## src/rtl/noc_out_sched_pkg.sv

```systemverilog
// rtl/noc_out_sched_pkg.sv - shared noc parameters for the output-port scheduler
//
// Purpose: flit-type width and encodings, scheduler state type and the
//          credit-counter width helper shared by the noc_out_sched files.
// Ports:   none (package).
package noc_out_sched_pkg;

  localparam int FTYPEWD = 2;

  localparam logic [FTYPEWD-1:0] ENC_PAYL = 2'b00;
  localparam logic [FTYPEWD-1:0] ENC_HEAD = 2'b01;
  localparam logic [FTYPEWD-1:0] ENC_TAIL = 2'b10;
  localparam logic [FTYPEWD-1:0] ENC_SING = 2'b11;

  typedef enum logic {
    ST_IDLE   = 1'b0,
    ST_LOCKED = 1'b1
  } state_e;

  // Bits needed to hold every value 0..credits inclusive.
  function automatic int credit_width(input int credits);
    return $clog2(credits + 1);
  endfunction

endpackage

```

## src/rtl/noc_out_sched_if.sv

```systemverilog
// rtl/noc_out_sched_if.sv - request/grant bundle between inputs and one output scheduler
//
// Purpose: groups the per-input request lines, downstream credit return and
//          scheduler outputs of one switch output port.
// Ports (signals):
//   req_valid[N_IN], req_ftype[N_IN*FTYPEWD], req_match[N_IN], credit_in  : master -> slave
//   sel[N_IN], ack[N_IN], valid_out, shift_ctl, credits[CNT_W], locked    : slave -> master
// Modports: master (input ports / downstream side), slave (the scheduler).
interface noc_out_sched_if #(
  parameter int N_IN    = 6,
  parameter int FTYPEWD = noc_out_sched_pkg::FTYPEWD,
  parameter int CNT_W   = 3
);

  logic [N_IN-1:0]         req_valid;
  logic [N_IN*FTYPEWD-1:0] req_ftype;
  logic [N_IN-1:0]         req_match;
  logic                    credit_in;
  logic [N_IN-1:0]         sel;
  logic [N_IN-1:0]         ack;
  logic                    valid_out;
  logic                    shift_ctl;
  logic [CNT_W-1:0]        credits;
  logic                    locked;

  modport master (
    output req_valid, req_ftype, req_match, credit_in,
    input  sel, ack, valid_out, shift_ctl, credits, locked
  );

  modport slave (
    input  req_valid, req_ftype, req_match, credit_in,
    output sel, ack, valid_out, shift_ctl, credits, locked
  );

endinterface

```

## src/rtl/noc_rr_arbiter.sv

```systemverilog
// rtl/noc_rr_arbiter.sv - combinational N-way pick starting at a one-hot pointer
//
// Purpose: grants the first requester found searching upward from the pointer
//          position, wrapping from N-1 to 0. A constant pointer of bit 0
//          turns it into a lowest-index-wins fixed-priority arbiter.
// Ports:
//   req_i [N] in  : request vector
//   ptr_i [N] in  : one-hot search start position
//   gnt_o [N] out : one-hot grant, all-zero when nothing requests
module noc_rr_arbiter #(
  parameter int N = 6
) (
  input  logic [N-1:0] req_i,
  input  logic [N-1:0] ptr_i,
  output logic [N-1:0] gnt_o
);

  localparam int IW = (N > 1) ? $clog2(N) : 1;

  logic [IW-1:0] start;
  logic [IW-1:0] idx;
  logic          found;
  int            pos;

  always_comb begin
    start = '0;
    for (int i = 0; i < N; i++) begin
      if (ptr_i[i]) start = IW'(i);
    end

    gnt_o = '0;
    found = 1'b0;
    pos   = 0;
    idx   = '0;
    for (int k = 0; k < N; k++) begin
      pos = int'(start) + k;
      if (pos >= N) pos = pos - N;
      idx = IW'(pos);
      if (!found && req_i[idx]) begin
        gnt_o[idx] = 1'b1;
        found      = 1'b1;
      end
    end
  end

endmodule

```

## src/rtl/noc_out_sched.sv

```systemverilog
// rtl/noc_out_sched.sv - per-output-port wormhole scheduler with credit flow control
//
// Purpose: picks which input drives this switch output, holds the output for
//          a whole packet, and tracks downstream buffer space with credits.
// Build option: NOC_RROBIN_ARB_EN defined -> round-robin among head/single
//          flits; undefined -> fixed priority, lowest input index wins.
// Ports:
//   clk  in : switch clock
//   rst  in : asynchronous active-high reset
//   bus     : noc_out_sched_if.slave (requests, credit return, sel/ack/valid_out,
//             shift_ctl, credits, locked)
module noc_out_sched #(
  parameter int N_IN    = 6,
  parameter int FTYPEWD = noc_out_sched_pkg::FTYPEWD,
  parameter int CREDITS = 4,
  parameter int CNT_W   = noc_out_sched_pkg::credit_width(CREDITS)
) (
  input logic            clk,
  input logic            rst,
  noc_out_sched_if.slave bus
);

  import noc_out_sched_pkg::*;

  localparam logic [CNT_W-1:0] CRED_MAX = CNT_W'(CREDITS);

  state_e             state_q, state_d;
  logic [N_IN-1:0]    owner_q, owner_d;
  logic [CNT_W-1:0]   cred_q, cred_d;
  logic [N_IN-1:0]    arb_ptr;
  logic [N_IN-1:0]    cand;
  logic [N_IN-1:0]    gnt;
  logic [N_IN-1:0]    sel_c;
  logic               vout_c;
  logic               xfer;
  logic [FTYPEWD-1:0] cur_ft;

  // Only packet starters may compete for an idle output; stray payload or
  // tail flits are left waiting upstream.
  always_comb begin
    cand = '0;
    for (int i = 0; i < N_IN; i++) begin
      if (bus.req_valid[i] && bus.req_match[i] &&
          (bus.req_ftype[i*FTYPEWD +: FTYPEWD] == ENC_HEAD ||
           bus.req_ftype[i*FTYPEWD +: FTYPEWD] == ENC_SING)) begin
        cand[i] = 1'b1;
      end
    end
  end

  noc_rr_arbiter #(.N(N_IN)) u_arb (
    .req_i (cand),
    .ptr_i (arb_ptr),
    .gnt_o (gnt)
  );

  // Output selection; a transfer additionally needs a free downstream slot.
  always_comb begin
    sel_c  = '0;
    vout_c = 1'b0;
    if (state_q == ST_IDLE) begin
      sel_c  = gnt;
      vout_c = |cand;
    end else begin
      sel_c  = owner_q;
      vout_c = |(bus.req_valid & owner_q);
    end

    cur_ft = '0;
    for (int i = 0; i < N_IN; i++) begin
      if (sel_c[i]) cur_ft = bus.req_ftype[i*FTYPEWD +: FTYPEWD];
    end

    xfer = vout_c && (cred_q != '0) && !rst;
  end

`ifdef NOC_RROBIN_ARB_EN
  logic [N_IN-1:0] ptr_q, ptr_d;

  // Pointer moves past the winner only when a packet actually starts, so a
  // grant lost to zero credits is retried from the same position.
  always_comb begin
    ptr_d = ptr_q;
    if (xfer && state_q == ST_IDLE) begin
      ptr_d = '0;
      for (int i = 0; i < N_IN; i++) begin
        ptr_d[(i + 1) % N_IN] = sel_c[i];
      end
    end
  end

  always_ff @(posedge clk or posedge rst) begin
    if (rst) ptr_q <= N_IN'(1);
    else     ptr_q <= ptr_d;
  end

  assign arb_ptr = ptr_q;
`else
  assign arb_ptr = N_IN'(1);
`endif

  // Lock FSM: a head opens the wormhole, tail or single closes it.
  always_comb begin
    state_d = state_q;
    owner_d = owner_q;
    case (state_q)
      ST_IDLE: begin
        if (xfer && cur_ft == ENC_HEAD) begin
          state_d = ST_LOCKED;
          owner_d = sel_c;
        end
      end
      ST_LOCKED: begin
        if (xfer && (cur_ft == ENC_TAIL || cur_ft == ENC_SING)) begin
          state_d = ST_IDLE;
          owner_d = '0;
        end
      end
      default: begin
        state_d = ST_IDLE;
        owner_d = '0;
      end
    endcase
  end

  // Credit counter; a return at full count is dropped rather than wrapping.
  always_comb begin
    cred_d = cred_q;
    if (xfer && !bus.credit_in) begin
      cred_d = cred_q - CNT_W'(1);
    end else if (!xfer && bus.credit_in && cred_q != CRED_MAX) begin
      cred_d = cred_q + CNT_W'(1);
    end
  end

  always_ff @(posedge clk or posedge rst) begin
    if (rst) begin
      state_q <= ST_IDLE;
      owner_q <= '0;
      cred_q  <= CRED_MAX;
    end else begin
      state_q <= state_d;
      owner_q <= owner_d;
      cred_q  <= cred_d;
    end
  end

  assign bus.sel       = rst ? '0 : sel_c;
  assign bus.valid_out = vout_c && !rst;
  assign bus.ack       = xfer ? sel_c : '0;
  assign bus.shift_ctl = xfer && (state_q == ST_IDLE);
  assign bus.credits   = cred_q;
  assign bus.locked    = (state_q == ST_LOCKED);

endmodule

```

## src/flat_wrapper.sv

```systemverilog
// flat-port wrapper written by rule: the top's interface ports become plain ports
module noc_out_sched_flat import noc_out_sched_pkg::*;
#(
  parameter int N_IN    = 6,
  parameter int FTYPEWD = noc_out_sched_pkg::FTYPEWD,
  parameter int CREDITS = 4,
  parameter int CNT_W   = noc_out_sched_pkg::credit_width(CREDITS)
)
  (clk, rst, bus_req_valid, bus_req_ftype, bus_req_match, bus_credit_in, bus_sel, bus_ack, bus_valid_out, bus_shift_ctl, bus_credits, bus_locked);
  noc_out_sched_if #(.N_IN(N_IN), .FTYPEWD(FTYPEWD), .CNT_W(CNT_W)) bus_i ();
  input logic clk;
  input logic rst;
  input wire logic [$bits(bus_i.req_valid)-1:0] bus_req_valid;
  input wire logic [$bits(bus_i.req_ftype)-1:0] bus_req_ftype;
  input wire logic [$bits(bus_i.req_match)-1:0] bus_req_match;
  input wire logic [$bits(bus_i.credit_in)-1:0] bus_credit_in;
  output wire logic [$bits(bus_i.sel)-1:0] bus_sel;
  output wire logic [$bits(bus_i.ack)-1:0] bus_ack;
  output wire logic [$bits(bus_i.valid_out)-1:0] bus_valid_out;
  output wire logic [$bits(bus_i.shift_ctl)-1:0] bus_shift_ctl;
  output wire logic [$bits(bus_i.credits)-1:0] bus_credits;
  output wire logic [$bits(bus_i.locked)-1:0] bus_locked;
  assign bus_i.req_valid = bus_req_valid;
  assign bus_i.req_ftype = bus_req_ftype;
  assign bus_i.req_match = bus_req_match;
  assign bus_i.credit_in = bus_credit_in;
  assign bus_sel = bus_i.sel;
  assign bus_ack = bus_i.ack;
  assign bus_valid_out = bus_i.valid_out;
  assign bus_shift_ctl = bus_i.shift_ctl;
  assign bus_credits = bus_i.credits;
  assign bus_locked = bus_i.locked;
  noc_out_sched #(.N_IN(N_IN), .FTYPEWD(FTYPEWD), .CREDITS(CREDITS), .CNT_W(CNT_W)) u_core (.clk(clk), .rst(rst), .bus(bus_i));
endmodule
```

## config.mk

```make
export PLATFORM = sky130hd
export DESIGN_NAME = noc_out_sched_flat
export DESIGN_NICKNAME = d
export VERILOG_FILES = /design/src/rtl/noc_out_sched_pkg.sv /design/src/rtl/noc_out_sched_if.sv /design/src/rtl/noc_rr_arbiter.sv /design/src/rtl/noc_out_sched.sv /design/src/flat_wrapper.sv
export SDC_FILE = /design/constraint.sdc
export NUM_CORES = 1
export LEC_CHECK = 0
export ABC_CLOCK_PERIOD_IN_PS = 5400
export CORE_AREA = 5 5 54 56
export DETAILED_ROUTE_END_ITERATION = 8
export DIE_AREA = 0 0 59 61
export PLACE_DENSITY = 0.91
export SYNTH_ARGS = -nofsm -noshare
export SYNTH_HDL_FRONTEND = slang
export SYNTH_SLANG_ARGS = --single-unit
```

## constraint.sdc

```tcl
create_clock -name clk -period 5.4 [get_ports clk]
set_input_delay 0.81 -clock clk [delete_from_list [all_inputs] [get_ports clk]]
set_output_delay 0.81 -clock clk [all_outputs]
set_load 0.05 [all_outputs]
```

==> metrics, run 1 <==
Reg2Reg Capture Point u_core.bus.credits[2]$_DFFE_PP1P_; worst setup path endpoint bus_ack[2]; number of global-route vias before repair between 1000 and 1500; ANT cells 0; Hold Crit Class register to register; Worst Max-Slew Pin Slew 0.5805 ns; H-tree depth 1; Peak VDD IR between 0.0004 and 0.0005 V; PD cells 591.3 nW/um^2; Area growth syn-to-layout 46.51%; Initial Utilization 0.4125; dpl cells 192; Seq/Total Area, Yosys 0.2554; predominant post-synthesis flop cell dfrtp_1; final net count 195; GRT Total Usage 0.1881; hpwl dp about 2.5 mm; maximum clock rate approximately 240 MHz; CP Cell Sequence clkdlybuf4s50_1, a222oi_1, a41oi_1, o31a_1, nand2_1, nor2_1, clkdlybuf4s50_1; Top Metal Used met4; Post-synth EDFFs 0; final wirelength 3.083 mm; gr ovfl total 0; post-CTS sizing 0; Crit path depth 7; setup bufs post-CTS 0; clk root buf clkbuf_4; Worst path max stage delay 0.83 ns; Critical R2R Launch u_core.bus.locked$_DFF_PP0_; ys async rst share 1.000; Final Skew 0.003067 ns; Setup crit start kind input port; Synth Warn # 0; drt wl/cell about 16 um; syn avg cell area 7.815 sq um; Reg2Reg Depth 7; required time worst endpoint 4.59 ns; DR vias 1137; fin cells 196; Post-CTS Hold Buffers 0; wire length on met2 about 1.4 mm; Final ANT Viol Nets 0; reg2reg setup slack between 2 and 2.5 ns; Die Y 61 um; num rows 18; status finished clean; # DRC 0; post-synth cell types 48; initial antenna violation count 0; routability cong. 0.9190; RSZ-0062 raised after global routing false; Tcrit/Tclk final 0.7703; Slowest-stage cell, CP clkdlybuf4s50_1; pin count of the biggest net entering global routing 20; Clock Path Buffers 2; CP arrival 3.35 ns; TritonCTS clock tree yes; Slew Viols, Final 0; vias per cell 5.801; Buf/Inv on CP 2; max-cap violation count 0; Fillers 227; synthesized instance count around 130; HP Start u_core.owner_q[4]$_DFFE_PP0P_; most frequent cells in the layout clkdlybuf4s50_1 (44), nor2_1 (16), inv_1 (12); post-route setup TNS 0 ns; synthesized cell area 984.7 sq um; port bufs 44; worst-path fanout max 15; Metal-1 WL 1.219 mm; die area 3599 sq um; Multi-input gate area 641.9 sq um; sequential standard cell area 251.5 sq um; CP Capture Type output pin; Crit path top cell by count clkdlybuf4s50_1; Worst-path clk slew about 0.070 ns; Iter 0 DRT Violations 50; share of layout cells above drive strength 1 0.06024; final setup violation count 0; CP startpoint bus_req_valid[0]; die width 59 um; # IOs 45; crit path kind input port to output pin; clock buffer count from CTS 3; CP top delay family buffers and inverters; Core Area 2387 sq um; first-pass GRT wire length 5.030 mm; Final Hold Viols 0; Worst slew margin 0.6130; TritonRoute pass-1 iters 4; commonest non-fill, non-tap cell in the layout clkdlybuf4s50_1; insertion delay to the later sink of the worst-skew pair 0.28 ns; P_leak just under 0.6 nW; clock sinks 10; met3 wire length 381 um; Final min period 4.160 ns; Yosys reg bits 10; post-synth net total approximately 150
-- flip-flops by register name, indices dropped and copies added, names as in the netlist --
| signal | cells |
|---|---|
| u_core.bus.credits | 3 |
| u_core.bus.locked | 1 |
| u_core.owner_q | 6 |
-- cell usage after synthesis (2+ instances only) --
master     n  share of area
buf_6      2          0.023
dfrtp_1    9           0.23
o21ai_0    3          0.015
and3_1     5          0.032
nand3b_1   2          0.015
and2_1     2          0.013
o31ai_1    2          0.015
o22a_1     2          0.018
a22oi_1    2          0.015
nor3_1     4          0.020
nor2_1    16          0.061
nand2_1   10          0.038
o31a_1     2          0.018
a41oi_1    2          0.018
o21ai_1    2          0.010
clkbuf_1   4          0.015
o22ai_1    3          0.019
o221ai_1   2          0.018
nand3_1    9          0.046
o21a_1     3          0.023
a21oi_1    2          0.010
inv_1     12          0.046
-- final cells by class --
class / instances / area share
Clock buffer: 4 / 0.01821
Inverter: 12 / 0.03122
Multi-Input combinational cell: 96 / 0.4449
Sequential cell: 10 / 0.1743
Tap cell: 30 / 0.02602
Timing Repair Buffer: 44 / 0.3053
-- worst min path at each step --
stage | endpoint | slack, ns | cells past startpoint
global placement | u_core.owner_q[4]$_DFFE_PP0P_ | 0.54 | 2
finish | u_core.owner_q[4]$_DFFE_PP0P_ | 0.57 | 2
CTS | u_core.owner_q[4]$_DFFE_PP0P_ | 0.56 | 2
detailed placement | u_core.owner_q[4]$_DFFE_PP0P_ | 0.55 | 2
floorplan | u_core.owner_q[3]$_DFFE_PP0P_ | 0.51 | 2
global route | u_core.owner_q[4]$_DFFE_PP0P_ | 0.59 | 2
-- logic make-up (layout without fill, tap and decap cells) --
| kind of cell | after synthesis | after routing | synth area share |
|---|---|---|---|
| simple gates | 54 | 54 | 0.2999 |
| compound gates | 38 | 38 | 0.3024 |
| buf+inv | 20 | 60 | 0.09274 |
| flops | 10 | 10 | 0.2554 |
| xor+xnor | 2 | 2 | 0.01779 |
| fa+ha+maj | 1 | 1 | 0.02033 |
| mux | 1 | 1 | 0.01144 |
-- power breakdown --
group          switching [W]  internal, W  leakage [nW]
clock network      0.0000292    0.0000287        0.0150
logic               0.000370     0.000236         0.447
registers          0.0000702     0.000118         0.117
total               0.000470     0.000383         0.579
-- metal layers --
layer  vias to the layer above  global-route usage
li1                        543                   -
met3                        10             0.08511
met5                         -                   0
met1                       511              0.2088
met4                         0              0.1262
met2                        73              0.2902
-- stage by stage --
step / setup WS, ns / util / area (sq um) / total power [W] / hold slack, ns
final: 1.240 / 0.6043 / 1443 / 0.0008530 / 0.5690
after global routing: 1.068 / 0.6043 / 1443 / 0.0009127 / 0.5860
after CTS: 1.263 / 0.6043 / 1443 / 0.0008500 / 0.5614
after detailed placement: 1.270 / 0.5933 / 1416 / 0.0007904 / 0.5515
after global placement: 1.394 / 0.5933 / 1416 / 0.0007752 / 0.5390
after floorplan: 2.198 / - / 984.7 / 0.0006318 / 0.5089
-- worst register-to-register path, cell delays in order, from the launching register on --
cell and delay (ns):
dfrtp_1 0.59, a41oi_1 0.35, o31a_1 0.22, nand2_1 0.29, or2_2 0.40, fa_1 0.41
or3b_1 0.41, a311o_1 0.36
Note: power is estimated with default switching activity, not from simulation.
==> run 2, diff against run 1 <==
Settings changed: ABC_CLOCK_PERIOD_IN_PS 5400 to 4300, CORE_AREA 5 5 54 56 to 5 5 56 58, DIE_AREA 0 0 59 61 to 0 0 61 63, PLACE_DENSITY 0.91 to 0.85.
Clock period 5.4 ns to 4.3 ns, I/O delays scaled along.
==> run 2 against run 1 <==
Compared with the run above: count of clock-buffer cells in the layout is the same; first-iteration DRC count grew 24%; design area grew 0.61%; routed wire length is essentially flat; power grew 26%; sequential power grew 24%; core utilization shrank 4.9 points; sequential share of layout area shrank 0.11 points; via count shrank 1.2%; non-clock buffer count grew 1; clock skew grew 0.0073 ns; global-route usage shrank 2.0 points; critical path type unchanged; critical endpoint is now bus_ack[4]; largest power group unchanged.
==> metrics, run 2 (synthesized netlist as in run 1, its figures left out) <==
Initial Utilization 0.3766 (-0.03592); reg2reg setup slack 1.17 ns (-1.14 ns); drt wl/cell 15.58 um (-0.95%); Hold Crit Class register to register; Core Area 2615 sq um (+9.5%); Post-CTS Hold Buffers 0 (unchanged); Slew Viols, Final 0 (unchanged); clock buffer count from CTS 3 (unchanged); Final ANT Viol Nets 0 (unchanged); initial antenna violation count 0 (unchanged); Worst Max-Slew Pin Slew 0.5958 ns (+0.01522 ns); met3 wire length 253 um (-34%); Final min period roughly 3.8 ns; Die Y 63 um (+3.3%); insertion delay to the later sink of the worst-skew pair 0.28 ns (about the same); vias per cell 5.672 (-2.2%); Iter 0 DRT Violations 62 (+24%); max-cap violation count 0 (unchanged); Final Hold Viols 0 (unchanged); Worst-path clk slew 0.08 ns (about the same); port bufs 44 (unchanged); num rows 19 (+1); Metal-1 WL 1.251 mm (+2.6%); wire length on met2 1.532 mm (+9.3%); RSZ-0062 raised after global routing false; worst setup path endpoint bus_ack[4]; gr ovfl total 0 (unchanged); first-pass GRT wire length 5.064 mm (+0.68%); Clock Path Buffers 2 (unchanged); WHS Path Cells 2 (unchanged); # IOs 45 (unchanged); Top Metal Used met4; Reg2Reg Capture Point u_core.bus.credits[2]$_DFFE_PP1P_; CP startpoint bus_req_valid[0]; crit path kind input port to output pin; Reg2Reg Depth 7 (unchanged); PD cells 740.7 nW/um^2 (+25%); P_leak 0.5834 nW (+0.83%); largest register by flop count u_core.owner_q; commonest non-fill, non-tap cell in the layout clkdlybuf4s50_1; TritonCTS clock tree yes; number of global-route vias before repair 1142 (-4.2%); # DRC 0 (unchanged); Final Skew 0.01039 ns (+0.007327 ns); routability cong. 0.8148 (-11%); CP arrival 3.13 ns (-0.22 ns); post-route setup TNS 0 ns (unchanged); Largest register FFs 6 (unchanged); status finished clean; setup bufs post-CTS 0 (unchanged); final setup violation count 0 (unchanged); Tcrit/Tclk final 0.8771; Setup crit start kind input port; Finished Cell Area 1451 sq um (+0.61%); Peak VDD IR 0.0004551 V (+2.4%); Area growth syn-to-layout 47.40%; pin count of the biggest net entering global routing 20 (unchanged); maximum clock rate 265.1 MHz; hpwl dp 2.484 mm (about the same); GRT Total Usage 0.1680 (-0.02012); Worst slew margin 0.6028 (-0.01015); Critical R2R Launch u_core.bus.locked$_DFF_PP0_; final wirelength 3.085 mm (about the same); required time worst endpoint 3.65 ns (-0.94 ns); clk root buf clkbuf_4; most frequent cells in the layout clkdlybuf4s50_1 (44), nor2_1 (16), inv_1 (12); H-tree depth 1 (unchanged); TritonRoute pass-1 iters 4 (unchanged); area post-placement 1425 sq um (+0.62%); die area 3843 sq um (+6.8%); DR vias 1123 (-1.2%); final net count 196 (+0.51%); die width 61 um (+3.4%); clock sinks 10 (unchanged); ANT cells 0 (unchanged); post-CTS sizing 0 (unchanged); share of layout cells above drive strength 1 0.06587 (+0.005627); CP Capture Type output pin; worst-path fanout max 15 (unchanged)
[run 2: final cells by class]
class	count	area, sq um
sequential	10	251.5
tap	31	38.79
timing repair buffer	45	447.9
inverter	12	45.04
multi-input combinational	96	641.9
clock buffer	4	26.28
fill	249	1164
[run 2: per-stage QoR]
step / power (W) / setup slack [ns] / util / hold WS (ns) / instances
after global routing: 0.001144 / 0.2821 / 0.5550 / 0.5811 / 198
after CTS: 0.001074 / 0.4915 / 0.5550 / 0.5671 / 198
after floorplan: 0.0007934 / 1.263 / - / 0.5089 / 126
after global placement: 0.0009709 / 0.5785 / 0.5450 / 0.5382 / 194
final: 0.001075 / 0.5285 / 0.5550 / 0.5635 / 198
after detailed placement: 0.001001 / 0.4847 / 0.5450 / 0.5567 / 194
[run 2: layer usage]
| layer | GRT usage | vias up |
|---|---|---|
| met5 | 0 | - |
| met4 | 0.06504 | 0 |
| met3 | 0.04132 | 5 |
| met2 | 0.2767 | 52 |
| met1 | 0.2038 | 522 |
| li1 | - | 544 |
[run 2: critical path: stages]
cell	delay (ns)
clkdlybuf4s50_1	0.55
a222oi_1	0.09
a41oi_1	0.30
o31a_1	0.23
nand2_1	0.30
nor2_1	0.19
clkdlybuf4s50_1	0.82
[run 2: power breakdown]
group / leakage (nW) / switching (W) / total, W / internal (W)
Sequential: 0.117 / 0.0000854 / 0.000234 / 0.000149
Combinational: 0.452 / 0.000470 / 0.000768 / 0.000297
Clock: 0.0150 / 0.0000374 / 0.0000733 / 0.0000360
[run 2: how the worst min path moves through the flow]
stage / startpoint / end / slack, ns
after CTS: u_core.owner_q[3]$_DFFE_PP0P_ / u_core.owner_q[3]$_DFFE_PP0P_ / 0.57
after global placement: u_core.owner_q[3]$_DFFE_PP0P_ / u_core.owner_q[3]$_DFFE_PP0P_ / 0.54
after global routing: u_core.owner_q[3]$_DFFE_PP0P_ / u_core.owner_q[3]$_DFFE_PP0P_ / 0.58
after detailed placement: u_core.owner_q[3]$_DFFE_PP0P_ / u_core.owner_q[3]$_DFFE_PP0P_ / 0.56
after floorplan: u_core.owner_q[3]$_DFFE_PP0P_ / u_core.owner_q[3]$_DFFE_PP0P_ / 0.51
final: u_core.owner_q[3]$_DFFE_PP0P_ / u_core.owner_q[3]$_DFFE_PP0P_ / 0.56
==> run 3, diff against run 2 <==
==> constraint.sdc (replaced) <==
create_clock -name clk -period 4.3 [get_ports clk]
set_input_delay 0.645 -clock clk [delete_from_list [all_inputs] [get_ports clk]]
set_output_delay 0.645 -clock clk [all_outputs]
set_load 0.005 [all_outputs]
==> run 3 against run 2 <==
Compared with the run above: sequential power hardly changed; non-clock buffer count unchanged; final cell count unchanged; die area unchanged; register-to-register slack improved by 0.36 ns; core utilization grew 0.38 points; global-route usage shrank 0.97 points; sequential cell count stayed put; routed wire length shrank 3.6%; largest cell class unchanged.
==> metrics, run 3 (synthesized netlist as in run 1, its figures left out) <==
ANT cells 0 (unchanged); Worst slew margin 0.6186 (+0.01581); TritonCTS clock tree yes; switch share 0.4383 (-0.1134); PD cells 611.1 nW/um^2 (-17%); insertion delay to the later sink of the worst-skew pair 0.27 ns (about the same); CP arrival 2.72 ns (-0.41 ns); Reg2Reg Capture Point u_core.bus.credits[2]$_DFFE_PP1P_; worst setup path endpoint bus_ack[2]; final setup violation count 0 (unchanged); post-CTS sizing 0 (unchanged); Iter 0 DRT Violations 73 (+18%); reg2reg setup slack 1.53 ns (+0.36 ns); P_leak 0.5891 nW (+0.98%); CP Capture Type output pin; TritonRoute pass-1 iters 4 (unchanged); pin count of the biggest net entering global routing 20 (unchanged); final wirelength 2.974 mm (-3.6%); Crit path top cell by count clkdlybuf4s50_1; clock sinks 10 (unchanged); Peak VDD IR 0.0003269 V (-28%); Tcrit/Tclk final 0.7822 (-0.09486); Post-CTS Hold Buffers 0 (unchanged); vias per cell 5.601 (-1.2%); Reg2Reg Depth 7 (unchanged); Slew Viols, Final 0 (unchanged); status finished clean; worst-path fanout max 14 (-1); first-pass GRT wire length 4.788 mm (-5.5%); Hold Crit Class register to register; fin cells 198 (unchanged); crit path kind input port to output pin; clock buffer count from CTS 3 (unchanged); Area growth syn-to-layout 48.41%; clock power share 0.099 (+0.031); die width 61 um (unchanged); Internal Power 0.0005016 W (+4.1%); Final Hold Viols 0 (unchanged); Final ANT Viol Nets 0 (unchanged); Critical R2R Launch u_core.bus.locked$_DFF_PP0_; # IOs 45 (unchanged); Worst-path clk slew 0.07 ns (about the same); Worst path max stage delay 0.55 ns (-0.27 ns); die area 3843 sq um (unchanged); H-tree depth 1 (unchanged); Initial Utilization 0.3766 (unchanged); largest register by flop count u_core.owner_q; required time worst endpoint 3.65 ns (about the same); Slowest-stage cell, CP clkdlybuf4s50_1; clk root buf clkbuf_4; gr ovfl total 0 (unchanged); DR vias 1109 (-1.2%); dpl cells 194 (unchanged); maximum clock rate 297.3 MHz (+12%); commonest non-fill, non-tap cell in the layout clkdlybuf4s50_1; routability cong. 0.8691 (+6.7%); Comb power frac 0.641 (-0.073); CP Cell Sequence clkdlybuf4s50_1, a222oi_1, a41oi_1, o31a_1, nand2_1, buf_4, nor2_1, clkdlybuf4s50_1; share of layout cells above drive strength 1 0.07186 (+0.005988); post-route setup TNS 0 ns (unchanged); most frequent cells in the layout clkdlybuf4s50_1 (44), nor2_1 (16), inv_1 (12); GRT Total Usage 0.1583 (-0.009676); Place WS 0.8605 ns (+0.3758 ns); RSZ-0062 raised after global routing false; Final min period 3.364 ns (-0.4079 ns); Sw Pwr 0.0003914 W (-34%); Final Skew 0.001939 ns (-0.008455 ns); final net count 196 (unchanged); final setup margin 0.9364 ns (+0.4079 ns); initial antenna violation count 0 (unchanged); port bufs 44 (unchanged); Core Area 2615 sq um (unchanged); Worst Max-Slew Pin Slew 0.5721 ns (-0.02371 ns); Clock Path Buffers 2 (unchanged); num rows 19 (unchanged); hpwl dp 2.399 mm (-3.4%); setup bufs post-CTS 0 (unchanged); Setup crit start kind input port; number of global-route vias before repair 1099 (-3.8%); drt wl/cell 15.02 um (-3.6%); Seq pwr share 0.261 (+0.043); max-cap violation count 0 (unchanged); Largest register FFs 6 (unchanged); CP startpoint bus_req_valid[0]; # DRC 0 (unchanged); Die Y 63 um (unchanged)
==> run 3: cell types whose count changed in the layout (fill, tap and decap cells not counted) <==
cell,before,now
clkbuf_1,1,0
clkbuf_8,0,1
==> run 3: per-stage QoR <==
| stage | hold WS, ns | utilization | power [W] | area (sq um) |
|---|---|---|---|---|
| 6_report | 0.5606 | 0.5589 | 0.0008931 | 1461 |
| 5_1_grt | 0.5839 | 0.5589 | 0.0009677 | 1461 |
| 4_1_cts | 0.5612 | 0.5589 | 0.0008936 | 1461 |
| 3_5_place_dp | 0.5496 | 0.5450 | 0.0007998 | 1425 |
| 3_3_place_gp | 0.5388 | 0.5450 | 0.0007795 | 1425 |
| 2_1_floorplan | 0.5089 | - | 0.0005963 | 984.7 |
==> run 3: critical path, delay by kind of cell <==
family	cells	cell delay, ns
AOI/OAI and AO/OA	3	0.64
buffers and inverters	3	1.25
and+or+nand+nor	2	0.17
==> run 3: area by class of cell <==
type                            count  area, sq um
Inverter                           12        45.04
Sequential cell                    10        251.5
Fill cell                         254         1154
Multi-Input combinational cell     96        641.9
Clock buffer                        4        36.28
Tap cell                           31        38.79
Timing Repair Buffer               45        447.9
==> run 3: worst min path at each step <==
stage                                  startpoint                             to  slack, ns  cells past startpoint
floorplan           u_core.owner_q[3]$_DFFE_PP0P_  u_core.owner_q[3]$_DFFE_PP0P_       0.51                      2
global placement    u_core.owner_q[4]$_DFFE_PP0P_  u_core.owner_q[4]$_DFFE_PP0P_       0.54                      2
detailed placement  u_core.owner_q[4]$_DFFE_PP0P_  u_core.owner_q[4]$_DFFE_PP0P_       0.55                      2
CTS                 u_core.owner_q[4]$_DFFE_PP0P_  u_core.owner_q[4]$_DFFE_PP0P_       0.56                      2
global route        u_core.owner_q[4]$_DFFE_PP0P_  u_core.owner_q[4]$_DFFE_PP0P_       0.58                      2
finish              u_core.owner_q[4]$_DFFE_PP0P_  u_core.owner_q[4]$_DFFE_PP0P_       0.56                      2
==> run 3: power by group through the flow <==
stage	registers, W	logic (W)	clock network (W)
6_report	0.000233	0.000572	0.0000882
5_1_grt	0.000242	0.000634	0.0000918
4_1_cts	0.000231	0.000574	0.0000889
3_5_place_dp	0.000233	0.000567	0
3_3_place_gp	0.000230	0.000549	0
2_1_floorplan	0.000192	0.000404	0
==> run 3: layer usage <==
layer	vias up	track usage	wire length, um
met4	0	0.04878	29
met2	42	0.2580	1409
met1	524	0.2115	1366
li1	541	-	-
met3	2	0.02066	169
met5	-	0	0
